## src/rtl/ap_load_scheduler.sv

```systemverilog
`default_nettype none
// ============================================================================
// Module   : ap_load_scheduler
// Purpose  : Round-robin scheduler sharing one activation-package serial
//            loader between NUM_REQ requesters. The winning requester's
//            package is captured into a shadow register, then shifted out
//            MSB-first, one bit per cycle. After PKT_W shift cycles the
//            downstream serial-in/parallel-out loader holds the package,
//            and pkt_done marks that single cycle.
// Ports    :
//   clk         in   system clock, rising edge
//   reset       in   asynchronous active-high reset
//   en          in   allows acceptance of a new package
//   req_valid   in   [NUM_REQ]        per-requester package valid
//   req_data    in   [NUM_REQ*PKT_W]  requester i at [i*PKT_W +: PKT_W]
//   req_ready   out  [NUM_REQ]        one-hot grant (IDLE only)
//   serial_out  out  loader serial input
//   busy        out  high while shifting and during the done cycle
//   pkt_done    out  one-cycle pulse, loader output equals the package
//   pkt_src     out  [ID_W] source requester, valid with pkt_done
// Revision : 1.0 - initial release
// ============================================================================
module ap_load_scheduler #(
  parameter int NUM_REQ = 4,
  parameter int PKT_W   = 60,
  parameter int ID_W    = 2
) (
  input  logic                     clk,
  input  logic                     reset,
  input  logic                     en,
  input  logic [NUM_REQ-1:0]       req_valid,
  input  logic [NUM_REQ*PKT_W-1:0] req_data,
  output logic [NUM_REQ-1:0]       req_ready,
  output logic                     serial_out,
  output logic                     busy,
  output logic                     pkt_done,
  output logic [ID_W-1:0]          pkt_src
);

  localparam int CNT_W = $clog2(PKT_W);

  typedef enum logic [1:0] {
    ST_IDLE  = 2'd0,
    ST_SHIFT = 2'd1,
    ST_DONE  = 2'd2
  } state_t;

  state_t             state_q, state_d;
  logic [PKT_W-1:0]   shadow_q, shadow_d;
  logic [CNT_W-1:0]   cnt_q, cnt_d;
  logic [ID_W-1:0]    last_grant_q, last_grant_d;

  // Round-robin search result
  logic               win_found;
  logic [ID_W-1:0]    win_idx;
  logic [ID_W:0]      rr_cand;
  logic [PKT_W-1:0]   win_data;

  // --------------------------------------------------------------------------
  // Round-robin pick: first valid requester starting at last_grant+1.
  // last_grant < NUM_REQ and k <= NUM_REQ, so one conditional subtraction
  // is enough for the modulo; the extra bit in rr_cand holds the carry.
  // --------------------------------------------------------------------------
  always_comb begin
    win_found = 1'b0;
    win_idx   = '0;
    rr_cand   = '0;
    for (int k = 1; k <= NUM_REQ; k++) begin
      rr_cand = {1'b0, last_grant_q} + (ID_W+1)'(k);
      if (rr_cand >= (ID_W+1)'(NUM_REQ)) begin
        rr_cand = rr_cand - (ID_W+1)'(NUM_REQ);
      end
      if (!win_found && req_valid[rr_cand[ID_W-1:0]]) begin
        win_found = 1'b1;
        win_idx   = rr_cand[ID_W-1:0];
      end
    end
  end

  // Winner data mux, written as a compare-select to avoid a computed slice.
  always_comb begin
    win_data = '0;
    for (int i = 0; i < NUM_REQ; i++) begin
      if (win_idx == ID_W'(i)) begin
        win_data = req_data[i*PKT_W +: PKT_W];
      end
    end
  end

  // --------------------------------------------------------------------------
  // State register
  // --------------------------------------------------------------------------
  always_ff @(posedge clk or posedge reset) begin
    if (reset) begin
      state_q      <= ST_IDLE;
      shadow_q     <= '0;
      cnt_q        <= '0;
      last_grant_q <= ID_W'(NUM_REQ-1);
    end else begin
      state_q      <= state_d;
      shadow_q     <= shadow_d;
      cnt_q        <= cnt_d;
      last_grant_q <= last_grant_d;
    end
  end

  // --------------------------------------------------------------------------
  // Next-state and output logic
  // --------------------------------------------------------------------------
  always_comb begin
    state_d      = state_q;
    shadow_d     = shadow_q;
    cnt_d        = cnt_q;
    last_grant_d = last_grant_q;
    req_ready    = '0;
    serial_out   = 1'b0;
    busy         = 1'b0;
    pkt_done     = 1'b0;
    pkt_src      = '0;

    case (state_q)
      ST_IDLE: begin
        // Grant is suppressed while reset is held so req_ready reads 0
        // even though the asynchronous reset leaves the FSM in IDLE.
        if (en && win_found && !reset) begin
          req_ready    = NUM_REQ'(1) << win_idx;
          shadow_d     = win_data;
          last_grant_d = win_idx;
          cnt_d        = '0;
          state_d      = ST_SHIFT;
        end
      end

      ST_SHIFT: begin
        busy       = 1'b1;
        serial_out = shadow_q[PKT_W-1];
        shadow_d   = {shadow_q[PKT_W-2:0], 1'b0};
        cnt_d      = cnt_q + CNT_W'(1);
        if (cnt_q == CNT_W'(PKT_W-1)) begin
          state_d = ST_DONE;
        end
      end

      ST_DONE: begin
        // Loader contents are only valid in this cycle; it keeps shifting.
        busy     = 1'b1;
        pkt_done = 1'b1;
        pkt_src  = last_grant_q;
        state_d  = ST_IDLE;
      end

      default: begin
        state_d = ST_IDLE;
      end
    endcase
  end

endmodule
`default_nettype wire

```

## config.mk

```make
export PLATFORM = sky130hd
export DESIGN_NAME = ap_load_scheduler
export DESIGN_NICKNAME = d
export VERILOG_FILES = /design/src/rtl/ap_load_scheduler.sv
export SDC_FILE = /design/constraint.sdc
export NUM_CORES = 1
export LEC_CHECK = 0
export CAP_MARGIN = 0
export CORE_MARGIN = 2
export CORE_UTILIZATION = 44
export DETAILED_ROUTE_END_ITERATION = 7
export PLACE_DENSITY = 0.87
export SLEW_MARGIN = 20
export SYNTH_ARGS = -nofsm -noshare
export SYNTH_HDL_FRONTEND = slang
export SYNTH_SLANG_ARGS = --single-unit
```

## constraint.sdc

```tcl
create_clock -name clk -period 7.3 [get_ports clk]
set_input_delay 1.825 -clock clk [delete_from_list [all_inputs] [get_ports clk]]
set_output_delay 1.825 -clock clk [all_outputs]
set_load 0.02 [all_outputs]
```

==> results of run 1 <==
path summary, 6_finish.rpt:
kind	end	slack [ns]
setup / recovery	req_ready[0]	1.47
hold / removal	cnt_q[0]$_DFFE_PP0P_	0.55
setup reg to reg	cnt_q[5]$_DFFE_PP0P_	4.55
hold reg to reg	cnt_q[0]$_DFFE_PP0P_	0.55
max in group asynchronous	shadow_q[13]$_DFFE_PP0P_	4.58
min in group asynchronous	state_q[0]$_DFFE_PP0P_	2.13
state kept, by name (all words and copies together) (netlist names):
signal	flops
shadow_q	60
cnt_q	6
last_grant_q	2
state_q	2
power groups by stage:
| stage | clock (mW) | combinational (mW) | sequential [mW] |
|---|---|---|---|
| detailed placement | 0 | 1.14 | 0.664 |
| finish | 0.447 | 1.16 | 0.666 |
| CTS | 0.451 | 1.15 | 0.658 |
| floorplan | 0 | 0.902 | 0.623 |
| global route | 0.472 | 1.25 | 0.683 |
| global placement | 0 | 1.09 | 0.649 |
per-layer routing:
layer  wire length, um  vias up  GRT usage
met5                 0        -          0
met4               403        0     0.0823
met3              1240       35     0.0610
met2              8940      271      0.492
met1              6780     2751      0.312
li1                  -     2632          -
cell families after synthesis:
| logic type | count (synthesis) |
|---|---|
| buf+inv | 65 |
| compound gates | 264 |
| xor+xnor | 3 |
| fa+ha+maj | 4 |
| flops | 70 |
| mux | 59 |
| simple gates | 47 |
worst max-delay path, stage by stage:
cell	delay [ns]
sky130_fd_sc_hd__clkdlybuf4s50_1	0.56
sky130_fd_sc_hd__nor2b_1	0.26
sky130_fd_sc_hd__o21ai_0	0.39
sky130_fd_sc_hd__nand3_4	0.11
sky130_fd_sc_hd__nor3_1	0.22
sky130_fd_sc_hd__clkdlybuf4s50_1	0.64
cell usage in the layout (no fill, tap or decap), types with 2 or more instances in the layout:
master | Yosys | final
sky130_fd_sc_hd__nor2b_1 | 3 | 3
sky130_fd_sc_hd__a22oi_1 | 4 | 4
sky130_fd_sc_hd__nor2_1 | 15 | 15
sky130_fd_sc_hd__mux2i_1 | 59 | 59
sky130_fd_sc_hd__clkdlybuf4s50_1 | 0 | 255
sky130_fd_sc_hd__o22ai_1 | 116 | 116
sky130_fd_sc_hd__o21ai_1 | 3 | 2
sky130_fd_sc_hd__xor2_1 | 3 | 3
sky130_fd_sc_hd__dfrtp_1 | 68 | 68
sky130_fd_sc_hd__clkbuf_1 | 16 | 3
sky130_fd_sc_hd__o221ai_1 | 60 | 60
sky130_fd_sc_hd__o21ai_0 | 7 | 7
sky130_fd_sc_hd__dfstp_2 | 2 | 2
sky130_fd_sc_hd__buf_4 | 4 | 3
sky130_fd_sc_hd__a21oi_1 | 8 | 8
sky130_fd_sc_hd__clkbuf_8 | 3 | 3
sky130_fd_sc_hd__inv_1 | 6 | 5
sky130_fd_sc_hd__and2_1 | 4 | 4
sky130_fd_sc_hd__clkbuf_16 | 0 | 9
sky130_fd_sc_hd__a221oi_1 | 59 | 59
sky130_fd_sc_hd__nand4_1 | 2 | 2
sky130_fd_sc_hd__nand2_1 | 9 | 8
sky130_fd_sc_hd__ha_1 | 4 | 4
final cells by class:
class                   count  area share
clock buffers              15      0.0357
clock inverters             1     0.00386
inverters                   6     0.00290
multi-input cells         377       0.377
flip-flops and latches     70       0.226
well taps                 143      0.0230
repair buffers            258       0.331
==> out/results.txt, run 1 <==
The later pin in the worst-skew pair is clocked with a latency of 0.32 ns. Yosys attributes the largest share of cell area to sky130_fd_sc_hd__dfrtp_1 34%, sky130_fd_sc_hd__o22ai_1 14%, sky130_fd_sc_hd__mux2i_1 12%. The filler cells instantiated in the layout total 885.

The total congestion overflow after global routing is 0, and the number of clock buffers inserted by TritonCTS is 9. The count of standard-cell rows is 39. Power spread over the standard cell area amounts to 292 nW/um2. In this run, synthesis produced a sequential element count of 70.

The number of flops mapped to enable cells by yosys was 0; the cell depth of the worst hold path was 1. At the end of the flow, the number of nets in the layout was 973. Fraction of synthesized cell area in xor and xnor cells: 0.00518. The most numerous cell in the Yosys netlist is sky130_fd_sc_hd__o22ai_1. The number of port buffers is 255, and the setup clock skew after layout is 0.0107 ns. Setup violations remaining at the end of the flow were counted as 0. In this run the critical register-to-register path is launched from state_q[1]$_DFFE_PP0P_.

Vertical die dimension: 111 um. The logs give 0.197 for the clock group share of total power and 2.27 mW for the total power draw. The clock transition at the registers of the reported paths works out to 0.06 ns. The multi-input combinational cells in the finished layout cover a total of 2930 um2. After synthesis, the netlist uses 44 different library cells. By count the netlist is led by 116 x sky130_fd_sc_hd__o22ai_1, 68 x sky130_fd_sc_hd__dfrtp_1, 60 x sky130_fd_sc_hd__o221ai_1.

The logic gate share of total power came out at 0.510. The most critical setup path has its startpoint at req_valid[3]. The fraction of the mapped netlist area in compound gates works out to 0.388.

On the final layout, the worst hold slack is 0.551 ns. In this run the static leakage power is 2.79 nW. The root buffer cell chosen for the clock tree is sky130_fd_sc_hd__clkbuf_16. By area, the combinational part of the netlist is dominated by compound AO/OA/AOI/OAI gates. The maximum fanout along the worst path was 9; the growth of design area from synthesis to finish was 53.2%. TritonCTS built the clock tree. The post-synthesis instance area is 5070 um2. Instance count of the mapped netlist: 512. Kind of path behind the tightest hold check: reg2reg.

Final setup slack of the worst path: 1.47 ns. After detailed routing, the average wire length per cell comes to 19.9 um. The logs give 0 for the number of max-capacitance violations reported and 870 for the non-filler instance count after layout. The worst slew slack as a fraction of its limit is 0.260, and the count of routing violations after the opening detailed-route iteration is 390. STA classifies the critical path startpoint as an input port. The logs give 171 MHz for the maximum achievable frequency and 0 for the total of warnings raised by yosys. After synthesis, the mean cell area works out to 9.91 um2.

The average vias per placed instance works out to 6.54. The initial antenna violation count is 0, and the largest net degree at the start of global routing is 120. The logs give 7770 um2 for the post-layout instance area and 0 for the hold violation count in the final report. The commonest register cell after synthesis is sky130_fd_sc_hd__dfrtp_1.

The actual transition at the worst max-transition pin works out to 1.11 ns. The worst register-to-register path has a depth of 6. The area share of fa/ha/maj cells after synthesis is 0.00987, and the area of placed instances is 7450 um2.

The basic-gate share of the synthesized area counting and, or, nand and nor cells works out to 0.0491. The share of Yosys cell area claimed by the top area cell type works out to 0.335. The tools report the proportion of synthesized chip area in sequential cells as 0.346.

The starting density of the core is 0.448, and the net switching component of the power is 0.923 mW. The routed design could run at a clock period as short as 5.83 ns. The tools report the number of global-route vias before repair as 5667. The run gives 0.687 as the final core area utilization. At the placement stage, the worst setup path has a slack of 1.48 ns. The number of setup buffers added after CTS is 0. The critical path class is in2out.

The DRC violation count after routing came out at 0. The detailed-route via count was 5689; the combined flip-flop and latch cell area was 1750 um2. The run gives 0 as the number of hold-repair buffers added at the cts stage. Cell type contributing the most total cell area after synthesis: sky130_fd_sc_hd__dfrtp_1.

For the number of nets produced by synthesis, the log shows 763. The hold path startpoint is cnt_q[0]$_DFFE_PP0P_. Mux cell area share after synthesis: 0.116.

Setup repair after global routing left no endpoint under its margin. The run finished with clean final reports. The logs give 0 for the max-slew violation total from the final report and 0.213 mV for the maximum ir drop on the vdd rail.

The net switching fraction of the power is 0.406, and the number of sinks driven by the clock tree is 70. The tools report the H-tree depth reported by CTS as 3. The share of the clock period used by the worst path after layout works out to 0.799. The count of nets left with antenna violations after detail routing was 0. Once detailed placement completed, the half-perimeter wirelength came to 12.4 mm. The congestion estimate from routability-driven global placement came to 0.889. Including well taps, the total number of placed cells is 854. Layout cell share with drive strength beyond 1: 0.0399.

The run gives 11300 um2 as the area of the core. The die covers 12400 um2. Measured along the x axis, the die boundary spans 111 um. The clock passes through at most 2 buffers. The setup TNS is 0 ns, and the first-pass GRT wire length is 27.4 mm. The async set or reset register ratio after synthesis was 1.00; the internal power was 1.35 mW. The diode insertion count for antenna repair is 0, and the post-cts gate resize count is 0. Summed over all layers, the routed wires come to 17.4 mm. The sequential group share of total power was 0.293. The first detailed-routing pass ran for 5 iterations. At the worst endpoint, the required time is 5.48 ns. For this design the top-level I/O count stands at 256. Sort of element at the end of the critical path: a primary output. The overall global routing resource usage is 0.268, and the data arrival time of the critical path is 4.01 ns.
(Power assumes the default switching activity.)
==> inputs of run 2 (changes only) <==
--- a/config.mk
+++ b/config.mk
@@ -7,9 +7,9 @@
 export LEC_CHECK = 0
 export CAP_MARGIN = 0
 export CORE_MARGIN = 2
-export CORE_UTILIZATION = 44
+export CORE_UTILIZATION = 37
 export DETAILED_ROUTE_END_ITERATION = 7
-export PLACE_DENSITY = 0.87
+export PLACE_DENSITY = 0.78
 export SLEW_MARGIN = 20
 export SYNTH_ARGS = -nofsm -noshare
 export SYNTH_HDL_FRONTEND = slang
==> constraint.sdc (replaced) <==
create_clock -name clk -period 4.95 [get_ports clk]
set_input_delay 1.2375 -clock clk [delete_from_list [all_inputs] [get_ports clk]]
set_output_delay 1.2375 -clock clk [all_outputs]
set_load 0.02 [all_outputs]
==> out/results.txt, run 2 (synthesized netlist as in run 1, its figures left out) <==
The flow ran to the end, and the final reports show no timing, DRC or antenna violations. For the static leakage, the log shows 2.82 nW (+0.93%). Maximum clock insertion buffer count: 2 (unchanged). The actual transition at the worst max-transition pin was 0.783 ns (-0.326 ns); the number of clock buffers inserted by TritonCTS was 9 (unchanged).

The number of fill cells in the layout is 1142 (+29%), and the layout cell share with drive strength beyond 1 is 0.0451 (+0.00525). The number of flip-flops under the largest register name was 60 (unchanged); the logic gate share of total power was 0.523 (+0.013). Most common cell after layout, fill and taps aside: sky130_fd_sc_hd__clkdlybuf4s50_1.

The tools report the sort of element at the end of the critical path as a primary output. Clock tree synthesis selected as its root buffer the cell sky130_fd_sc_hd__clkbuf_16. Starting density of the core: 0.382 (-0.0665).

The area of the core was 13300 um2 (+17%); the final RePlAce weighted congestion was 0.978 (+10%). For the post-CTS setup repair buffer count, the log shows 0 (unchanged). Among the stages of the critical path, the cell type that occurs most often is sky130_fd_sc_hd__clkdlybuf4s50_1.

Setup clock skew after layout: 0.00756 ns (-0.00310 ns). The detailed-route via count came out at 5577 (-2.0%). Compared with the post-synthesis result, the final layout area differs by 54.6%. For the total congestion overflow after global routing, the log shows 0 (unchanged). The tools report the count of standard-cell rows as 42 (+7.7%).

The run gives 6 (+1) as the iteration count of the initial detailed-routing pass. The total power per unit cell area was 422 nW/um2 (+44%). The max-slew violation total from the final report is 0 (unchanged). Setup repair after global routing left no endpoint under its margin. The largest registers in the layout are shadow_q: 60 flops, cnt_q: 6 flops. The clock transition at the registers of the reported paths came out at 0.05 ns (about the same). Traced cell by cell, the critical path runs through clkdlybuf4s50_1 > nor2b_1 > o21ai_0 > nand3_4 > nor3_1 > clkdlybuf4s50_1. Maximum fanout along the worst path: 9 (unchanged).

The kind of path behind the tightest hold check is reg2reg. The tools report the number of hold-repair buffers added at the cts stage as 0 (unchanged). The number of max-capacitance violations reported is 0 (unchanged). For the finished layout, the period the worst path requires is 4.69 ns. The hold violation count in the final report is 0 (unchanged). The logs give 9.17 mm (+2.7%) for the met2 wire length and 213 MHz for the maximum achievable frequency. In the layout the commonest cells are 255 x sky130_fd_sc_hd__clkdlybuf4s50_1, 116 x sky130_fd_sc_hd__o22ai_1, 68 x sky130_fd_sc_hd__dfrtp_1, 60 x sky130_fd_sc_hd__o221ai_1. The post-cts gate resize count is 0 (unchanged), and the cell depth of the worst hold path is 1 (unchanged). The register-to-register setup slack came out at 2.26 ns (-2.29 ns).

The clock group share of total power is 0.181 (-0.016), and the I/O pin count is 256 (unchanged). For the area enclosed by the die boundary, the log shows 14700 um2 (+18%). The number of global-route vias before repair is 5626 (-0.72%). The share of the clock period used by the worst path after layout works out to 0.947.

The net switching fraction of the power was 0.409 (+0.00266); the stage delay of the slowest cell on the critical path was 0.65 ns (about the same). For the internal power, the log shows 1.95 mW (+45%). The cell type of the slowest stage on the worst timing path is sky130_fd_sc_hd__clkdlybuf4s50_1. The average wire length per cell after detail routing was 19.2 um (-3.6%); the maximum ir drop on the vdd rail was 0.204 mV (-4.2%). The number of setup violations in the final report was 0 (unchanged).

The number of port buffers came out at 255 (unchanged). For the data arrival time of the critical path, the log shows 3.45 ns (-0.56 ns). The number of sinks driven by the clock tree is 70 (unchanged), and the worst slew slack as a fraction of its limit is 0.478 (+0.218). The routed length on met3 is 1.02 mm (-18%), and the first-pass GRT wire length is 27.2 mm (-0.81%). TritonCTS built the clock tree.

The tools report the routed length on met1 as 6.82 mm (+0.69%). The initial antenna violation count was 0 (unchanged); the largest net degree at the start of global routing was 120 (unchanged). The net switching component of the power was 1.35 mW (+47%); the setup TNS was 0 ns (unchanged). The number of cell instances on the worst register-to-register path came out at 7 (+1).

For the worst hold slack, the log shows 0.526 ns (-0.0250 ns). The overall global routing resource usage was 0.230 (-0.0380). The diode insertion count for antenna repair is 0 (unchanged), and the clock latency on the worst-skew pair is 0.32 ns (about the same). The tools report the sequential group share of total power as 0.296 (+0.003).

Vertical die dimension: 121 um (+8.7%). Layout net count: 977 (+0.41%). The worst setup path is launched from an input port.

The average vias per placed instance works out to 6.15 (-6.0%). The critical path class is in2out. The detailed-route wire length is 17.4 mm (+0.47%), and the count of routing violations after the opening detailed-route iteration is 361 (-7.4%). The die boundary width was 121 um (+8.7%). The register bank with the most flops is shadow_q.

The logs give 0 (unchanged) for the count of nets left with antenna violations after detail routing and 12.7 mm (+3.0%) for the post-DP HPWL. Signal routing reaches up to met4. The H-tree depth reported by CTS came out at 3 (unchanged). The logs give 0 (unchanged) for the DRC violation count after routing and 3.71 ns (-1.77 ns) for the data required time at the worst endpoint.
[run 2: area by class of cell]
class	count	area [um2]	share of cell area
clock buffers	15	278	0.0354
flip-flops and latches	70	1750	0.224
inverters	6	23.8	0.00303
well taps	176	220	0.0281
clock inverters	1	5.00	0.000638
multi-input cells	377	2920	0.373
repair buffers	262	2640	0.336
[run 2: through the flow]
| step | instances | util | power, mW | setup WS, ns | cell area [um2] |
|---|---|---|---|---|---|
| 3_5_place_dp | 890 | 0.566 | 2.69 | 0.281 | 7520 |
| 2_1_floorplan | 512 | - | 2.25 | 1.07 | 5070 |
| 5_1_grt | 907 | 0.590 | 3.54 | 0.180 | 7840 |
| 4_1_cts | 906 | 0.587 | 3.30 | 0.295 | 7810 |
| 3_3_place_gp | 890 | 0.566 | 2.59 | 0.376 | 7520 |
| 6_report | 907 | 0.590 | 3.31 | 0.261 | 7840 |
[run 2: worst paths after layout]
check,startpoint,endpoint
setup / recovery,req_valid[3],req_ready[0]
hold / removal,cnt_q[0]$_DFFE_PP0P_,cnt_q[0]$_DFFE_PP0P_
setup reg to reg,last_grant_q[0]$_DFFE_PP1P_,shadow_q[18]$_DFFE_PP0P_
hold reg to reg,cnt_q[0]$_DFFE_PP0P_,cnt_q[0]$_DFFE_PP0P_
max in group asynchronous,reset,shadow_q[18]$_DFFE_PP0P_
min in group asynchronous,reset,shadow_q[0]$_DFFE_PP0P_
[run 2: power by group through the flow]
stage          Clock (mW)  Combinational, mW  Sequential [mW]
2_1_floorplan           0               1.33            0.919
3_3_place_gp            0               1.64            0.957
3_5_place_dp            0               1.71            0.981
4_1_cts             0.615               1.71            0.972
5_1_grt             0.643               1.89             1.00
6_report            0.598               1.73            0.979
[run 2: layer usage]
layer,up-vias,track usage
met3,31,0.0357
met1,2705,0.262
met4,0,0.0850
met5,-,0
met2,213,0.431
li1,2628,-
[run 2: critical path, delay by kind of cell]
family,cells,cell delay (ns)
simple gates,3,0.62
compound gates,1,0.37
buf+inv,2,1.23
==> RTL change 1, RTL diff (flow settings as in run 1) <==
The parameter `ID_W` goes from 2 to 3.
--- a/src/rtl/ap_load_scheduler.sv
+++ b/src/rtl/ap_load_scheduler.sv
@@ -24,5 +24,5 @@
   parameter int NUM_REQ = 4,
   parameter int PKT_W   = 60,
-  parameter int ID_W    = 2
+  parameter int ID_W    = 3
 ) (
   input  logic                     clk,
Interface: changed (resized pkt_src); port bits go from 256 to 257. The function was not compared with the original's and may differ.
==> RTL change 1 against run 1 <==
  * Global-route usage up 0.079 points
  * Largest cell class unchanged
  * Final area up 17%
  * Sequential share of layout area down 3.1 points
  * Area after synthesis up 25%
  * Sequential cell count up 1
  * Wire length up 20%
  * Critical path type unchanged
  * Worst setup slack worse by 0.89 ns
Power is not compared: it rests on default switching activity, and its combinational part moved more than twofold at a synthesized area within 25%.
==> RTL change 1: results (changes against run 1) <==
Hold Path Stages=1 (unchanged); Regs by FF count=shadow_q (60), cnt_q (6), last_grant_q (3); hold path startpoint=cnt_q[0]; warnings from Yosys=0 (unchanged); clk root buf=clkbuf_16; first-pass GRT wire length=32.6 mm (+19%); CP max FO=16 (+7); WP data arrival=4.90 ns (+0.89 ns); Worst Tran Pin Value=0.953 ns (-0.157 ns); worst r2r src=last_grant_q[0]; r2r worst-path depth=10 (+4); DP Wirelength=14.3 mm (+16%); reg2reg setup slack=2.57 ns (-1.98 ns); worst min-delay path category=reg -> reg; vias per std cell=6.15 (-6.0%); CP Launch Point=req_valid[2]; aggregate global-route resource usage=0.269 (+0.000789); Yosys cell types=42 (-4.5%); NumNets Final=1182 (+21%); Area contributors post-synth=dfrtp_1 (27%), a21boi_0 (14%), o211ai_1 (13%), and3_1 (12%), a31oi_1 (6.0%); outcome=complete, no violations; Syn Nets=1006 (+32%); routability congestion estimate=0.889 (+0.10%); synthesized instance count=753 (+47%); PortBufs=256 (+0.39%); vias in the first global route=6219 (+9.7%); Post-Place Worst Slack=0.602 ns (-0.879 ns); initial antenna violation count=1 (+1); Seq/Total Area, Yosys=0.281 (-0.0649); Post-synth top cells=and3_1 (122), a21boi_0 (118), o211ai_1 (111); layout cells sized above 1=0.0600 (+0.0201); Post-synth ARST share=1.00 (unchanged); wire per inst=18.7 µm (-6.1%); skew final=0.0104 ns (-0.000262 ns); clock slew at reported path FFs=0.06 ns (about the same); Initial DRC Count=450 (+15%); hold endpoint=cnt_q[0]; Final Hold Fails=0 (unchanged); R2R Path End=shadow_q[44]; largest net degree at the start of global routing=131 (+9.2%); Area after DPL=8780 µm² (+18%); Post-Layout Cell Count=1114 (+28%); Most used DFF post-synth=dfrtp_1; Longest Clk Path Bufs=2 (unchanged)
## RTL change 1: cell types whose count changed in the layout (fill, tap and decap cells not counted), sizes merged, moves of 5 or more
| cell | before | now |
|---|---|---|
| o22ai | 116 | 60 |
| a221oi | 59 | 1 |
| o211ai | 0 | 120 |
| o221ai | 60 | 0 |
| a21boi | 0 | 118 |
| a31oi | 0 | 61 |
| mux2i | 59 | 5 |
| and3 | 2 | 122 |
| o21ai | 10 | 2 |
| buf | 3 | 12 |
| clkbuf | 15 | 10 |
## RTL change 1: how the worst max path moves through the flow
| stage | to | slack [ns] | depth (start not counted) |
|---|---|---|---|
| floorplan | req_ready[0] | 1.62 | 9 |
| global placement | req_ready[2] | 0.62 | 7 |
| detailed placement | req_ready[3] | 0.60 | 7 |
| CTS | req_ready[2] | 0.60 | 7 |
| global route | req_ready[1] | 0.44 | 8 |
| finish | req_ready[2] | 0.58 | 8 |
## RTL change 1: per-stage QoR
stage	power (W)	hold slack, ns
final	0.00404	0.502
after detailed placement	0.00352	0.495
after CTS	0.00404	0.503
after global routing	0.00439	0.516
after floorplan	0.00292	0.471
after global placement	0.00345	0.481
## RTL change 1: critical path, stage by stage
cell             delay (ns)
clkdlybuf4s50_1        0.55
mux4_2                 0.66
a221oi_2               0.21
o211ai_1               0.20
o21ai_4                0.48
nand4_1                0.22
nor2_1                 0.14
clkdlybuf4s50_1        0.61
## RTL change 1: cells by family after synthesis
family | share of synthesized area
and+or+nand+nor | 0.160
DFF | 0.281
adders and majority gates | 0.0119
AOI/OAI and AO/OA | 0.435
muxes | 0.0257
buffers and inverters | 0.0810
xor gates and xnor gates | 0.00553
## RTL change 1: area by class of cell
| cell class | count | area [µm²] |
|---|---|---|
| clock buffer | 10 | 239 |
| clock inverter | 6 | 108 |
| fill | 1226 | 4860 |
| inverter | 10 | 37.5 |
| multi-input combinational | 569 | 4090 |
| sequential | 71 | 1780 |
| tap | 180 | 225 |
| timing repair buffer | 268 | 2660 |
## RTL change 1: layer usage
layer | vias up | global-route usage | routed length, µm
met2 | 262 | 0.428 | 9670
met1 | 3228 | 0.375 | 9240
met3 | 38 | 0.0421 | 1370
met4 | 0 | 0.0899 | 580
met5 | - | 0 | 0
li1 | 3322 | - | -
## RTL change 1: power groups by stage
| stage | clock network (W) | registers (W) | logic, W |
|---|---|---|---|
| 6_report | 0.000514 | 0.000733 | 0.00279 |
| 5_1_grt | 0.000536 | 0.000757 | 0.00309 |
| 4_1_cts | 0.000519 | 0.000730 | 0.00279 |
| 3_5_place_dp | 0 | 0.000736 | 0.00279 |
| 3_3_place_gp | 0 | 0.000729 | 0.00272 |
| 2_1_floorplan | 0 | 0.000677 | 0.00225 |
==> RTL change 2, RTL diff (config.mk and constraints of run 1) <==
Made on the original files. Re-encode `state_t` (3 states) as one-hot, 3 bits wide.
--- a/src/rtl/ap_load_scheduler.sv
+++ b/src/rtl/ap_load_scheduler.sv
@@ -40,8 +40,8 @@
   localparam int CNT_W = $clog2(PKT_W);
 
-  typedef enum logic [1:0] {
-    ST_IDLE  = 2'd0,
-    ST_SHIFT = 2'd1,
-    ST_DONE  = 2'd2
+  typedef enum logic [2:0] {
+    ST_IDLE  = 3'b001,
+    ST_SHIFT = 3'b010,
+    ST_DONE  = 3'b100
   } state_t;
 
Check against the original RTL: no difference found for any inputs over 10 cycles, from zero or initial values and one cycle with reset high; not proved beyond that.
==> RTL change 2 against run 1 <==
  * Power down 12%
  * Worst setup slack got worse by 0.18 ns
  * Clock skew is 0.0059 ns lower
  * Critical path type unchanged
  * Sequential power about the same
  * Final area up 1.0%
  * Area after synthesis up 0.69%
  * Count of clock-buffer cells in the layout is 4 lower
  * Sequential cell count increased by 1
  * Die area rose by 0.67%
  * Hold slack got worse by 0.063 ns
  * Register-to-register slack better by 0.20 ns
  * Wire length decreased by 20%
  * Synthesized cell count decreased by 7.6%
  * Final cell count down 2.0%
  * Highest routed layer unchanged
==> RTL change 2: results (changes against run 1) <==
outcome=complete, no violations; Worst Tran Pin Value=1.01 ns (-0.0989 ns); number of ordinary inverters in the final layout=1 (-5); Leak=3.41 nW (+22%); layout cells sized above 1=0.130 (+0.0897); clk sinks=71 (+1.4%); WP data arrival=4.19 ns (+0.18 ns); skew final=0.00475 ns (-0.00591 ns); Regs by FF count=shadow_q (60), cnt_q (6), state_q (3); Peak VDD IR=0.195 mV (-8.4%); Post-Place Worst Slack=1.30 ns (-0.184 ns); synthesized instance count=473 (-7.6%); worst skew pair latency=0.31 ns; NumNets Final=954 (-2.0%); Yosys cell types=38 (-14%); Net Sw Power=0.000654 W (-29%); multi-input logic area=3000 µm² (+2.1%); M3 GR Usage=0.0490 (-0.0120); non-clock buffer count=263 (+1.9%); Initial DRC Count=190 (-51%); Comb pwr share=0.476 (-0.034); Post-Layout Cell Count=853 (-2.0%); clk root buf=clkbuf_16; Post-synth top cells=mux2i_1 (119), dfrtp_1 (68), o21ai_1 (62); Met1 Wirelength=5.70 mm (-16%); clock network area share=0.0338 (-0.00581); Area contributors post-synth=dfrtp_1 (33%), mux2i_1 (23%), mux2_2 (13%), a22oi_1 (8.5%), o21ai_1 (6.1%); Final Instance Area=7850 µm² (+1.0%); total power=0.00200 W (-12%); Syn Nets=721 (-5.5%); multi-input gate count=360 (-4.5%); routability congestion estimate=0.816 (-8.2%); largest net degree at the start of global routing=72 (-40%); Post-CTS Setup Inserts=0 (unchanged); Area after DPL=7580 µm² (+1.8%); DP Wirelength=10.6 mm (-14%); met2 GRT Util=0.384 (-0.108); total number of vias=4679 (-18%); vias in the first global route=4844 (-15%); met2 routed WL=7.05 mm (-21%); first-pass GRT wire length=22.6 mm (-17%); final WL=13.9 mm (-20%); Seq/Total Area, Yosys=0.349 (+0.00277); Non-clock buffering overhead=0.334 (+0.00310); Placed Instances=838 (-1.9%); met1 Use GR=0.267 (-0.0446); clock buffers=11 (-4); filler instances=897 (+1.4%); Clk pwr share=0.192 (-0.005); aggregate global-route resource usage=0.217 (-0.0513); PortBufs=255 (unchanged); Sequential cell area=1780 µm² (+1.5%); Initial DRT Pass Iterations=4 (-1); met3 WL=953 µm (-23%)
-- RTL change 2: worst paths after layout --
path | start | depth (start not counted) | endpoint | slack (ns)
setup / recovery | req_valid[3] | 8 | req_ready[2] | 1.29
hold / removal | last_grant_q[0] | 2 | last_grant_q[0] | 0.49
setup reg to reg | last_grant_q[1] | 6 | shadow_q[53] | 4.75
hold reg to reg | last_grant_q[0] | 2 | last_grant_q[0] | 0.49
max in group asynchronous | reset | 3 | shadow_q[26] | 4.60
min in group asynchronous | reset | 3 | shadow_q[11] | 2.13
-- RTL change 2: cells by family after synthesis --
group	share of synthesized area
fa+ha+maj	0.00245
compound gates	0.166
buf+inv	0.0691
mux	0.363
simple gates	0.0451
flops	0.349
xor+xnor	0.00515
-- RTL change 2: worst reg2reg max path, delay by kind of cell (launching register included) --
| kind | cells | cell delay [ns] |
|---|---|---|
| AO/OA/AOI/OAI | 3 | 0.42 |
| buffers and inverters | 1 | 0.81 |
| flip-flops | 1 | 0.60 |
| multiplexers | 2 | 0.63 |
